**src/rtl/kdtree_stream_loader.sv**
```systemverilog
// kdtree_stream_loader
// ---------------------------------------------------------------------------
// Decodes the input-FIFO word stream into the three record types of a k-d
// tree image search and issues one packed write per assembled record:
//   - internal nodes : index word, then median word          (NUM_LEAVES-1)
//   - leaf patches   : PATCH_SIZE element words + image index (NUM_LEAVES*LEAF_SIZE)
//   - query patches  : PATCH_SIZE element words               (NUM_QUERYS)
// A single-cycle load_kdtree starts (or restarts) the sequence. load_done
// tells the main FSM that all data is resident.
//
// Ports
//   clk, rst_n              core clock, asynchronous active-low reset
//   load_kdtree             start/restart command (one cycle)
//   in_fifo_rdata           head word of the first-word-fall-through FIFO
//   in_fifo_rempty_n        FIFO head word valid
//   in_fifo_deq             pop head word (combinational)
//   int_node_*              internal-node write strobe, address, split dim, median
//   leaf_*                  leaf write strobe, leaf number, slot, packed patch, image index
//   query_*                 query write strobe, query number, packed patch
//   busy                    a load is in progress
//   load_done               every record has been written (level)
//   loader_checksum         16-bit wrapping sum of accepted words
//
// Build option
//   LOADER_CHECKSUM_EN      when defined, builds the running word-sum register
//                           behind loader_checksum; otherwise the port is 0.
// ---------------------------------------------------------------------------
module kdtree_stream_loader #(
  parameter int DATA_WIDTH = 11,
  parameter int PATCH_SIZE = 5,
  parameter int LEAF_SIZE  = 8,
  parameter int NUM_LEAVES = 64,
  parameter int NUM_QUERYS = 494
) (
  input  logic                             clk,
  input  logic                             rst_n,
  input  logic                             load_kdtree,
  input  logic [DATA_WIDTH-1:0]            in_fifo_rdata,
  input  logic                             in_fifo_rempty_n,
  output logic                             in_fifo_deq,
  output logic                             int_node_wen,
  output logic [5:0]                       int_node_addr,
  output logic [2:0]                       int_node_idx,
  output logic [DATA_WIDTH-1:0]            int_node_median,
  output logic                             leaf_wen,
  output logic [5:0]                       leaf_addr,
  output logic [2:0]                       leaf_patch_sel,
  output logic [PATCH_SIZE*DATA_WIDTH-1:0] leaf_wdata,
  output logic [DATA_WIDTH-1:0]            leaf_patch_idx,
  output logic                             query_wen,
  output logic [8:0]                       query_addr,
  output logic [PATCH_SIZE*DATA_WIDTH-1:0] query_wdata,
  output logic                             busy,
  output logic                             load_done,
  output logic [15:0]                      loader_checksum
);

  typedef enum logic [2:0] {
    ST_IDLE    = 3'd0,
    ST_NODES   = 3'd1,
    ST_LEAVES  = 3'd2,
    ST_QUERIES = 3'd3,
    ST_DONE    = 3'd4
  } state_t;

  // Last value of each record counter, sized to the counter it is compared with.
  localparam logic [5:0] NODE_LAST  = 6'(NUM_LEAVES - 2);
  localparam logic [5:0] LEAF_LAST  = 6'(NUM_LEAVES - 1);
  localparam logic [2:0] SLOT_LAST  = 3'(LEAF_SIZE - 1);
  localparam logic [8:0] QUERY_LAST = 9'(NUM_QUERYS - 1);
  // Element position of the image-index word in a leaf record, and of the
  // final element word of a query record.
  localparam logic [2:0] LEAF_IDX_POS  = 3'(PATCH_SIZE);
  localparam logic [2:0] QUERY_END_POS = 3'(PATCH_SIZE - 1);

  state_t                                   state_r;
  logic                                     busy_r;
  logic                                     load_done_r;

  // Position inside the current record and record-level counters.
  logic [2:0]                               elem_cnt_r;
  logic [5:0]                               node_cnt_r;
  logic [2:0]                               slot_cnt_r;
  logic [5:0]                               leaf_cnt_r;
  logic [8:0]                               query_cnt_r;

  // Assembly registers for the record in flight.
  logic [2:0]                               node_idx_r;
  logic [PATCH_SIZE-1:0][DATA_WIDTH-1:0]    patch_buf_r;
  logic [PATCH_SIZE-1:0][DATA_WIDTH-1:0]    query_pack_s;

  // Registered write-port outputs.
  logic                                     int_node_wen_r;
  logic [5:0]                               int_node_addr_r;
  logic [2:0]                               int_node_idx_r;
  logic [DATA_WIDTH-1:0]                    int_node_median_r;
  logic                                     leaf_wen_r;
  logic [5:0]                               leaf_addr_r;
  logic [2:0]                               leaf_patch_sel_r;
  logic [PATCH_SIZE*DATA_WIDTH-1:0]         leaf_wdata_r;
  logic [DATA_WIDTH-1:0]                    leaf_patch_idx_r;
  logic                                     query_wen_r;
  logic [8:0]                               query_addr_r;
  logic [PATCH_SIZE*DATA_WIDTH-1:0]         query_wdata_r;

  logic                                     accept_s;

  // A restart wins over a handshake in the same cycle, so the head word stays
  // in the FIFO and becomes the first word of the new load.
  assign accept_s    = busy_r & in_fifo_rempty_n & ~load_kdtree;
  assign in_fifo_deq = accept_s;

  // The final query element is written straight from the FIFO head so the
  // packed record is available in the same cycle its last word is accepted.
  always_comb begin
    query_pack_s                 = patch_buf_r;
    query_pack_s[PATCH_SIZE-1]   = in_fifo_rdata;
  end

  // Sequencer: phase state, record counters, assembly and registered write ports.
  always_ff @(posedge clk or negedge rst_n) begin
    if (!rst_n) begin
      state_r           <= ST_IDLE;
      busy_r            <= 1'b0;
      load_done_r       <= 1'b0;
      elem_cnt_r        <= 3'd0;
      node_cnt_r        <= 6'd0;
      slot_cnt_r        <= 3'd0;
      leaf_cnt_r        <= 6'd0;
      query_cnt_r       <= 9'd0;
      node_idx_r        <= 3'd0;
      patch_buf_r       <= '0;
      int_node_wen_r    <= 1'b0;
      int_node_addr_r   <= 6'd0;
      int_node_idx_r    <= 3'd0;
      int_node_median_r <= '0;
      leaf_wen_r        <= 1'b0;
      leaf_addr_r       <= 6'd0;
      leaf_patch_sel_r  <= 3'd0;
      leaf_wdata_r      <= '0;
      leaf_patch_idx_r  <= '0;
      query_wen_r       <= 1'b0;
      query_addr_r      <= 9'd0;
      query_wdata_r     <= '0;
    end else begin
      // Strobes are single-cycle; they are only raised again by a record end.
      int_node_wen_r <= 1'b0;
      leaf_wen_r     <= 1'b0;
      query_wen_r    <= 1'b0;

      if (load_kdtree) begin
        // Restart from any state: the partial record is thrown away.
        state_r     <= ST_NODES;
        busy_r      <= 1'b1;
        load_done_r <= 1'b0;
        elem_cnt_r  <= 3'd0;
        node_cnt_r  <= 6'd0;
        slot_cnt_r  <= 3'd0;
        leaf_cnt_r  <= 6'd0;
        query_cnt_r <= 9'd0;
        node_idx_r  <= 3'd0;
        patch_buf_r <= '0;
      end else begin
        case (state_r)
          ST_IDLE: begin
            busy_r      <= 1'b0;
            load_done_r <= 1'b0;
          end

          ST_NODES: begin
            if (accept_s) begin
              if (elem_cnt_r == 3'd0) begin
                node_idx_r <= in_fifo_rdata[2:0];
                elem_cnt_r <= 3'd1;
              end else begin
                elem_cnt_r        <= 3'd0;
                int_node_wen_r    <= 1'b1;
                int_node_addr_r   <= node_cnt_r;
                int_node_idx_r    <= node_idx_r;
                int_node_median_r <= in_fifo_rdata;
                if (node_cnt_r == NODE_LAST) begin
                  node_cnt_r <= 6'd0;
                  state_r    <= ST_LEAVES;
                end else begin
                  node_cnt_r <= node_cnt_r + 6'd1;
                end
              end
            end
          end

          ST_LEAVES: begin
            if (accept_s) begin
              if (elem_cnt_r == LEAF_IDX_POS) begin
                elem_cnt_r       <= 3'd0;
                leaf_wen_r       <= 1'b1;
                leaf_addr_r      <= leaf_cnt_r;
                leaf_patch_sel_r <= slot_cnt_r;
                leaf_wdata_r     <= patch_buf_r;
                leaf_patch_idx_r <= in_fifo_rdata;
                if (slot_cnt_r == SLOT_LAST) begin
                  slot_cnt_r <= 3'd0;
                  if (leaf_cnt_r == LEAF_LAST) begin
                    leaf_cnt_r <= 6'd0;
                    state_r    <= ST_QUERIES;
                  end else begin
                    leaf_cnt_r <= leaf_cnt_r + 6'd1;
                  end
                end else begin
                  slot_cnt_r <= slot_cnt_r + 3'd1;
                end
              end else begin
                patch_buf_r[elem_cnt_r] <= in_fifo_rdata;
                elem_cnt_r              <= elem_cnt_r + 3'd1;
              end
            end
          end

          ST_QUERIES: begin
            if (accept_s) begin
              if (elem_cnt_r == QUERY_END_POS) begin
                elem_cnt_r    <= 3'd0;
                query_wen_r   <= 1'b1;
                query_addr_r  <= query_cnt_r;
                query_wdata_r <= query_pack_s;
                if (query_cnt_r == QUERY_LAST) begin
                  query_cnt_r <= 9'd0;
                  state_r     <= ST_DONE;
                  // Drop busy with the last word so nothing more is popped.
                  busy_r      <= 1'b0;
                end else begin
                  query_cnt_r <= query_cnt_r + 9'd1;
                end
              end else begin
                patch_buf_r[elem_cnt_r] <= in_fifo_rdata;
                elem_cnt_r              <= elem_cnt_r + 3'd1;
              end
            end
          end

          ST_DONE: begin
            // load_done rises one cycle after the final query strobe.
            busy_r      <= 1'b0;
            load_done_r <= 1'b1;
          end

          default: begin
            state_r     <= ST_IDLE;
            busy_r      <= 1'b0;
            load_done_r <= 1'b0;
          end
        endcase
      end
    end
  end

  assign busy            = busy_r;
  assign load_done       = load_done_r;
  assign int_node_wen    = int_node_wen_r;
  assign int_node_addr   = int_node_addr_r;
  assign int_node_idx    = int_node_idx_r;
  assign int_node_median = int_node_median_r;
  assign leaf_wen        = leaf_wen_r;
  assign leaf_addr       = leaf_addr_r;
  assign leaf_patch_sel  = leaf_patch_sel_r;
  assign leaf_wdata      = leaf_wdata_r;
  assign leaf_patch_idx  = leaf_patch_idx_r;
  assign query_wen       = query_wen_r;
  assign query_addr      = query_addr_r;
  assign query_wdata     = query_wdata_r;

`ifdef LOADER_CHECKSUM_EN
  logic [15:0] checksum_r;

  // Wrapping add of one zero-extended stream word.
  function automatic logic [15:0] checksum_add(input logic [15:0]           sum,
                                               input logic [DATA_WIDTH-1:0] word);
    return sum + 16'(word);
  endfunction

  // Running sum of accepted words; restarts with each load and freezes in DONE
  // because nothing is accepted there.
  always_ff @(posedge clk or negedge rst_n) begin
    if (!rst_n) begin
      checksum_r <= 16'd0;
    end else if (load_kdtree) begin
      checksum_r <= 16'd0;
    end else if (accept_s) begin
      checksum_r <= checksum_add(checksum_r, in_fifo_rdata);
    end else begin
      checksum_r <= checksum_r;
    end
  end

  assign loader_checksum = checksum_r;
`else
  assign loader_checksum = 16'd0;
`endif

endmodule

```
**config.mk**
```make
export PLATFORM = sky130hd
export DESIGN_NAME = kdtree_stream_loader
export DESIGN_NICKNAME = d
export VERILOG_FILES = /design/src/rtl/kdtree_stream_loader.sv
export SDC_FILE = /design/constraint.sdc
export NUM_CORES = 1
export LEC_CHECK = 0
export CORE_AREA = 5 5 157 144
export CTS_CLUSTER_DIAMETER = 40
export DETAILED_ROUTE_END_ITERATION = 12
export DIE_AREA = 0 0 162 149
export GPL_TIMING_DRIVEN = 0
export PLACE_DENSITY = 0.78
export SLEW_MARGIN = 0
export SYNTH_ARGS = -nofsm -noshare
export SYNTH_HDL_FRONTEND = slang
export SYNTH_SLANG_ARGS = --single-unit
```
**constraint.sdc**
```tcl
create_clock -name clk -period 2.6 [get_ports clk]
set_input_delay 0.26 -clock clk [delete_from_list [all_inputs] [get_ports clk]]
set_output_delay 0.26 -clock clk [all_outputs]
set_load 0.02 [all_outputs]
```
==> run metrics, run 1 <==
share of post-route cells with drive strength above 1 0.236; crit-path max FO 10; cell area after layout between 0.01 and 0.015 mm2; Buffers on Ports around 180; Power per Cell Area between 700 and 800 mW/mm2; clk buf depth 3; most used cell, CP buf_2; Sinks on Clock Net between 200 and 300; Final min period 2.45 ns; Rel. slew slack 0.402; area leader, netlist dfrtp_1; Post-Synth XOR/XNOR Area 0.00249; worst reg-to-reg path cell count 9; first-pass GRT wire length between 40000 and 50000 um; Final Setup Violations 0; DRT Wirelength ~27000 um; r2r setup slk 0.18 ns; Max-Cap Viols 0; std cell rows 50; Hold Crit Depth 3; post-synthesis simple-gate area fraction 0.0826; ANT nets after route 0; status finished clean; r2r startpoint elem_cnt_r[1]$_DFFE_PN0P_; post-synthesis compound-gate area fraction 0.0680; highest clock rate around 0.41 GHz; vias per cell around 5.6; Setup Skew between 0.02 and 0.025 ns; Req. time, crit path roughly 2.3 ns; Final Hold Vio Count 0; pre-CTS setup slack -0.215 ns; Tot GR Track Use 0.223; flop and latch count out of synthesis 252; drt first-iter violations around 480; Hold Crit Class primary input to flop; DIE AREA roughly 0.024 mm2; Hold Path Origin load_kdtree; Gate Count Post-Synth 803; placed insts between 1000 and 1500; Core Area approximately 0.021 mm2; worst hold path endpoint state_r[1]$_DFFE_PN0P_; Synth-to-Final Area Change 32.8%; Synth top area share 0.597; H-tree depth reported by CTS 2; yosys warns 0; CP Capture Type primary output; Async SR Flop Fraction 1.00; Setup TNS 0 ns; Most used DFF post-synth dfrtp_1; DRT Pass-1 Iters 7; Slew Limit Fails 0; final worst slack 0.150 ns; Area contributors post-synth dfrtp_1, mux2_2, mux2_1; global route overflow 0; largest net degree at the start of global routing roughly 100; initial core utilization 0.511; Remaining DRCs 0; width of the die between 150 and 200 um; final worst-path cycle share 0.942; Pleak about 6.6 nW; Syn Area/Cell 13.1 um2; Slew @ Worst Pin 0.891 ns; Worst-path clk slew approximately 0.050 ns; clk_lat worst skew roughly 0.5 ns; vias in the first global route roughly 7400; peak supply drop between 0.5 and 0.6 mV; RD Place Congestion a little under 0.9; worst path cell trace buf_2, clkbuf_2, buf_1, buf_2, nor2_1, clkdlybuf4s50_1; dpl hpwl 18500 um; Die Ht 149 um; main combinational cell family by area after synthesis multiplexers; initial antenna violation count 0; final net count ~1100; Startpoint Class primary input; CP Class primary input to primary output; Synth Area in Adders 0.0119; Arrival @ worst endpoint 2.19 ns; Yosys cell types 63; crit-path max cell delay roughly 0.55 ns; root buf cell clkbuf_16; unrepaired setup endpoints after global routing no; Non-Filler Instances 1321; cts bufs inserted 35; Ports around 200; final core occ 0.679; EDFF count, synth 0; area post-placement around 0.013 mm2; via count between 7000 and 8000; # fillers between 1500 and 2000; CTS tree built; WL per Instance roughly 20 um; reg2reg end query_wdata[33]$_DFFE_PN0P_; mux share of post-synthesis cell area 0.200; critical path's slowest cell clkdlybuf4s50_1; sequential share of the synthesized area 0.597; Post-Syn Area about 0.011 mm2
## power by group
group          internal (mW)  switching, mW  leakage, nW
Combinational          0.381          0.508         2.51
Clock                   3.10           1.74        0.582
Sequential              4.07         0.0977         3.50
## critical path, delay by kind of cell
family                 cells  cell delay [ns]
buffers and inverters      5             1.81
AND/OR/NAND/NOR            1             0.11
## cell usage in the layout, fill, tap and decap left out, types with 4 or more instances in the layout
master / count
a21oi_1: 38
a22o_1: 11
and3_1: 4
buf_1: 6
buf_2: 13
buf_4: 17
buf_6: 9
bufinv_16: 4
clkbuf_1: 14
clkbuf_16: 37
clkdlybuf4s50_1: 177
clkinv_2: 5
clkinvlp_4: 5
conb_1: 16
dfrtp_1: 252
ha_1: 9
inv_1: 9
mux2_1: 30
mux2_2: 134
mux2i_1: 26
nand2_1: 44
nand2b_1: 6
nand3_1: 29
nand4_1: 4
nor2_1: 35
nor2b_1: 6
nor3_1: 7
o21a_1: 4
o21ai_0: 26
o31ai_1: 4
or3_1: 5
## cell families (layout without fill, tap and decap cells)
group,Yosys count,after routing
DFF,252,252
muxes,190,190
and+or+nand+nor,167,167
AOI/OAI and AO/OA,112,112
buffers and inverters,68,310
adders and majority gates,10,10
xor gates and xnor gates,3,3
other,1,17
## layout make-up
type                            count  area, um2  area share
Tap cell                          260        325      0.0232
Timing Repair Buffer              181       1850       0.132
Buffer                             58        368      0.0262
Antenna cell                        1       2.50    0.000178
Multi-Input combinational cell    498       3930       0.280
Clock buffer                       43        978      0.0698
Clock inverter                     19        229      0.0163
Inverter                            9       33.8     0.00241
Sequential cell                   252       6310       0.450
## Yosys cell counts (all sizes together), types with 2 or more instances
cell and number:
nand3 29, dfrtp 252, buf 45, o2111ai 3, inv 9, ha 10
o41ai 2, clkbuf 14, nand2 44, a31oi 3, nor4 3, nor3b 3
nand4b 2, a22o 11, nor2 36, and3 4, or2 2, a32o 3
o211a 2, nor3 9, nand4 4, a21oi 38, and4b 2, xor2 3
mux2i 26, or4 4, or3 5, o31ai 4, nand2b 6, and4 2
o21ai 29, nor2b 6, mux2 164, o21a 4
## routing by layer
layer / part of all wire / wire, um / up-vias / global-route usage
met3: 0.072 / 1920 / 42 / 0.0575
met1: 0.45 / 11900 / 3772 / 0.319
met4: 0.020 / 523 / 0 / 0.0617
met2: 0.46 / 12300 / 268 / 0.341
li1: - / - / 3330 / -
met5: 0 / 0 / - / 0
## worst max path at each step
| stage | startpoint | to | slack (ns) | depth (start not counted) |
|---|---|---|---|---|
| global route | elem_cnt_r[1]$_DFFE_PN0P_ | query_wdata[34]$_DFFE_PN0P_ | 0.03 | 9 |
| detailed placement | load_kdtree | in_fifo_deq | -0.21 | 6 |
| CTS | elem_cnt_r[0]$_DFFE_PN0P_ | query_wdata[33]$_DFFE_PN0P_ | 0.02 | 9 |
| floorplan | elem_cnt_r[0]$_DFFE_PN0P_ | query_wdata[44]$_DFFE_PN0P_ | 0.39 | 9 |
| global placement | rst_n | leaf_wen$_DFF_PN0_ | -9.37 | 1 |
| finish | load_kdtree | in_fifo_deq | 0.15 | 6 |
## through the flow
stage          hold WS (ns)  total power, mW
2_1_floorplan       -0.0356             4.65
3_3_place_gp          0.467             5.09
3_5_place_dp          0.212             5.11
4_1_cts               0.219             9.98
5_1_grt               0.299             10.3
6_report              0.263             9.89
## sequential cells by signal, indices dropped and copies added (netlist names), 6 cells and up
name             cells
int_node_addr        6
leaf_wdata          55
patch_buf_r         55
query_wdata         55
leaf_addr            6
int_node_median     11
node_cnt_r           6
query_cnt_r          9
leaf_cnt_r           6
query_addr           9
leaf_patch_idx      11
## repair_timing
item                                    in CTS  in global routing
resized for setup                            4                  4
endpoints found under the setup margin      51                 81
setup buffers                                0                  0
hold endpoints to repair                    56                  0
hold buffers                                 1                  0
(Power assumes the default switching activity.)
==> run 2, diff against run 1 <==
--- a/config.mk
+++ b/config.mk
@@ -5,12 +5,12 @@
 export SDC_FILE = /design/constraint.sdc
 export NUM_CORES = 1
 export LEC_CHECK = 0
-export CORE_AREA = 5 5 157 144
+export CORE_AREA = 5 5 164 151
 export CTS_CLUSTER_DIAMETER = 40
 export DETAILED_ROUTE_END_ITERATION = 12
-export DIE_AREA = 0 0 162 149
+export DIE_AREA = 0 0 169 156
 export GPL_TIMING_DRIVEN = 0
-export PLACE_DENSITY = 0.78
+export PLACE_DENSITY = 0.75
 export SLEW_MARGIN = 0
 export SYNTH_ARGS = -nofsm -noshare
 export SYNTH_HDL_FRONTEND = slang
==> constraint.sdc (replaced) <==
create_clock -name clk -period 2 [get_ports clk]
set_input_delay 0.2 -clock clk [delete_from_list [all_inputs] [get_ports clk]]
set_output_delay 0.2 -clock clk [all_outputs]
set_load 0.02 [all_outputs]
==> run 2 against run 1 <==
Effect of this change:
- the run now ends with negative setup slack left
- sequential cell count did not move
- sequential power rose by 30%
- worst setup slack got worse by 0.30 ns
- critical path depth rose by 3
- clock skew fell by 0.0088 ns
- critical path type is now flop to flop
==> run metrics, run 2 (synthesis gave the netlist of run 1 again) <==
clk buf depth 3 (unchanged); Final min period between 2 and 2.5 ns; CP Capture Type flop (was primary output); Rel. slew slack 0.508 (was 0.402); total power 13.4 mW (was 9.89 mW); critical path's slowest cell dfrtp_1 (was clkdlybuf4s50_1); vias per cell 5.49 (was 5.61); std cell rows 53 (was 50); root buf cell clkbuf_16 (unchanged); Tot GR Track Use 0.214 (was 0.223); # fillers 1604 (was 1512); CP Class flop to flop (was primary input to primary output); final worst-path cycle share 1.07; highest clock rate 0.466 GHz; peak supply drop 0.810 mV (was 0.553 mV); most used cell, CP buf_12 (was buf_2); Core Area 0.0229 mm2 (was 0.0206 mm2); CTS tree built (unchanged); Crit path max-delay family simple AND/OR/NAND/NOR gates (was buffers and inverters); H-tree depth reported by CTS 2 (unchanged); final core occ 0.667 (was 0.679); multi-input logic area 0.00450 mm2 (was 0.00393 mm2); Slew @ Worst Pin 0.736 ns (was 0.891 ns); Sinks on Clock Net 252 (unchanged); via count 7680 (was 7412); DRT Pass-1 Iters 5 (was 7); initial core utilization 0.461 (was 0.511); Startpoint Class flop (was primary input); drt first-iter violations 491 (was 477); ANT nets after route 0 (unchanged); final hold slack 0.226 ns (was 0.263 ns); Setup Skew 0.0115 ns (was 0.0202 ns); DRT Wirelength 29700 um (was 26700 um); dpl hpwl 18600 um (was 18500 um); Arrival @ worst endpoint 2.53 ns (was 2.19 ns); Remaining DRCs 0 (unchanged); most frequent cells in the layout dfrtp_1, clkdlybuf4s50_1, mux2_4 (was dfrtp_1, clkdlybuf4s50_1, mux2_2); crit-path max FO 10 (unchanged); vias in the first global route 7709 (was 7428); DIE AREA 0.0264 mm2 (was 0.0241 mm2); Ports 196 (unchanged); Pleak 7.01 nW (was 6.59 nW); pre-CTS setup slack -0.823 ns (was -0.215 ns); cts bufs inserted 35 (unchanged); share of post-route cells with drive strength above 1 0.330 (was 0.236); status finished, violations left (was finished clean); initial antenna violation count 0 (unchanged); Final Setup Violations 126 (was 0); final net count 1100 (was 1060); Max-Cap Viols 0 (unchanged); WL per Instance 21.3 um (was 20.2 um); worst path cell trace buf_8, inv_4, ha_4, nand2_4, or3_4, nor2_4, buf_12, buf_12, mux2_2 (was buf_2, clkbuf_2, buf_1, buf_2, nor2_1, clkdlybuf4s50_1); unrepaired setup endpoints after global routing yes (was no); commonest non-fill, non-tap cell in the layout dfrtp_1 (unchanged); Slew Limit Fails 0 (unchanged); diodes inserted 0 (was 1); RD Place Congestion 0.896 (was 0.888); largest net degree at the start of global routing 118 (was 101); first-pass GRT wire length 44600 um (was 42600 um); Final Hold Vio Count 0 (unchanged); Req. time, crit path 2.38 ns (was 2.34 ns); Power per Cell Area 877 mW/mm2 (was 705 mW/mm2); width of the die 169 um (was 162 um); final worst slack -0.148 ns (was 0.150 ns); CP bufs+invs 4 (was 5); Buffers on Ports 178 (unchanged); global route overflow 0 (unchanged); Storage cell area 0.00631 mm2 (about the same); Worst-path clk slew 0.06 ns (was 0.05 ns); Die Ht 156 um (was 149 um); clk_lat worst skew 0.50 ns (about the same); crit-path max cell delay 0.40 ns (was 0.55 ns); failing checks negative setup slack; Hold Crit Class primary input to asynchronous set/reset pin (was primary input to flop); Synth-to-Final Area Change 44.6% (was 32.8%)
==> run 2: metal layers <==
layer | GRT usage | up-vias | wire length, um
li1 | - | 3394 | -
met1 | 0.296 | 3947 | 13100
met2 | 0.342 | 283 | 14000
met3 | 0.0527 | 56 | 2110
met4 | 0.0556 | 0 | 569
met5 | 0 | - | 0
==> run 2: timing repair <==
| action | in CTS | in global routing |
|---|---|---|
| gates cloned | 4 | 2 |
| endpoints found under the hold margin | 59 | 0 |
| gates resized for setup | 88 | 141 |
| pin swaps | 6 | 20 |
| setup buffers | 20 | 25 |
| hold buffers | 1 | 0 |
| setup endpoints to repair | 217 | 231 |
==> run 2: final timing paths <==
check                      depth (start not counted)                             to  slack, ns                        start
max in group asynchronous                          4     leaf_wdata[40]$_DFFE_PN0P_       0.46                        rst_n
min reg2reg                                        1     leaf_wdata[45]$_DFFE_PN0P_       0.49  patch_buf_r[45]$_DFFE_PN0P_
min                                                2  leaf_patch_idx[9]$_DFFE_PN0P_       0.23                        rst_n
max                                                9    query_wdata[41]$_DFFE_PN0P_      -0.15    elem_cnt_r[0]$_DFFE_PN0P_
max reg2reg                                        9    query_wdata[41]$_DFFE_PN0P_      -0.15    elem_cnt_r[0]$_DFFE_PN0P_
min in group clk                                   4      node_cnt_r[0]$_DFFE_PN0P_       0.26                  load_kdtree
==> run 2: layout make-up <==
cell class              count  share of cell area
flip-flops and latches    252               0.413
multi-input cells         498               0.295
repair buffers            228               0.154
clock buffers              38              0.0594
plain buffers              51              0.0293
well taps                 302              0.0248
clock inverters            20              0.0215
inverters                   9             0.00270
==> run 2: power by group <==
group / switching (mW) / total, mW / internal [mW]
clock network: 2.28 / 6.60 / 4.32
logic: 0.734 / 1.37 / 0.635
registers: 0.138 / 5.42 / 5.29
total: 3.15 / 13.4 / 10.2
==> run 2: per-stage QoR <==
stage	TNS (ns)	cell area (um2)	std cells
after floorplan	0	10700	818
after global placement	-2572.15	12800	1298
after detailed placement	-65.43	12900	1300
after CTS	-13.95	14700	1381
after global routing	-17.44	15300	1398
final	-11.04	15300	1398
==> run 2: worst register-to-register path, stage by stage, from the launching register on <==
cell,delay [ns]
dfrtp_1,0.40
buf_8,0.14
inv_4,0.05
ha_4,0.15
nand2_4,0.05
or3_4,0.39
nor2_4,0.17
buf_12,0.18
buf_12,0.16
mux2_2,0.34
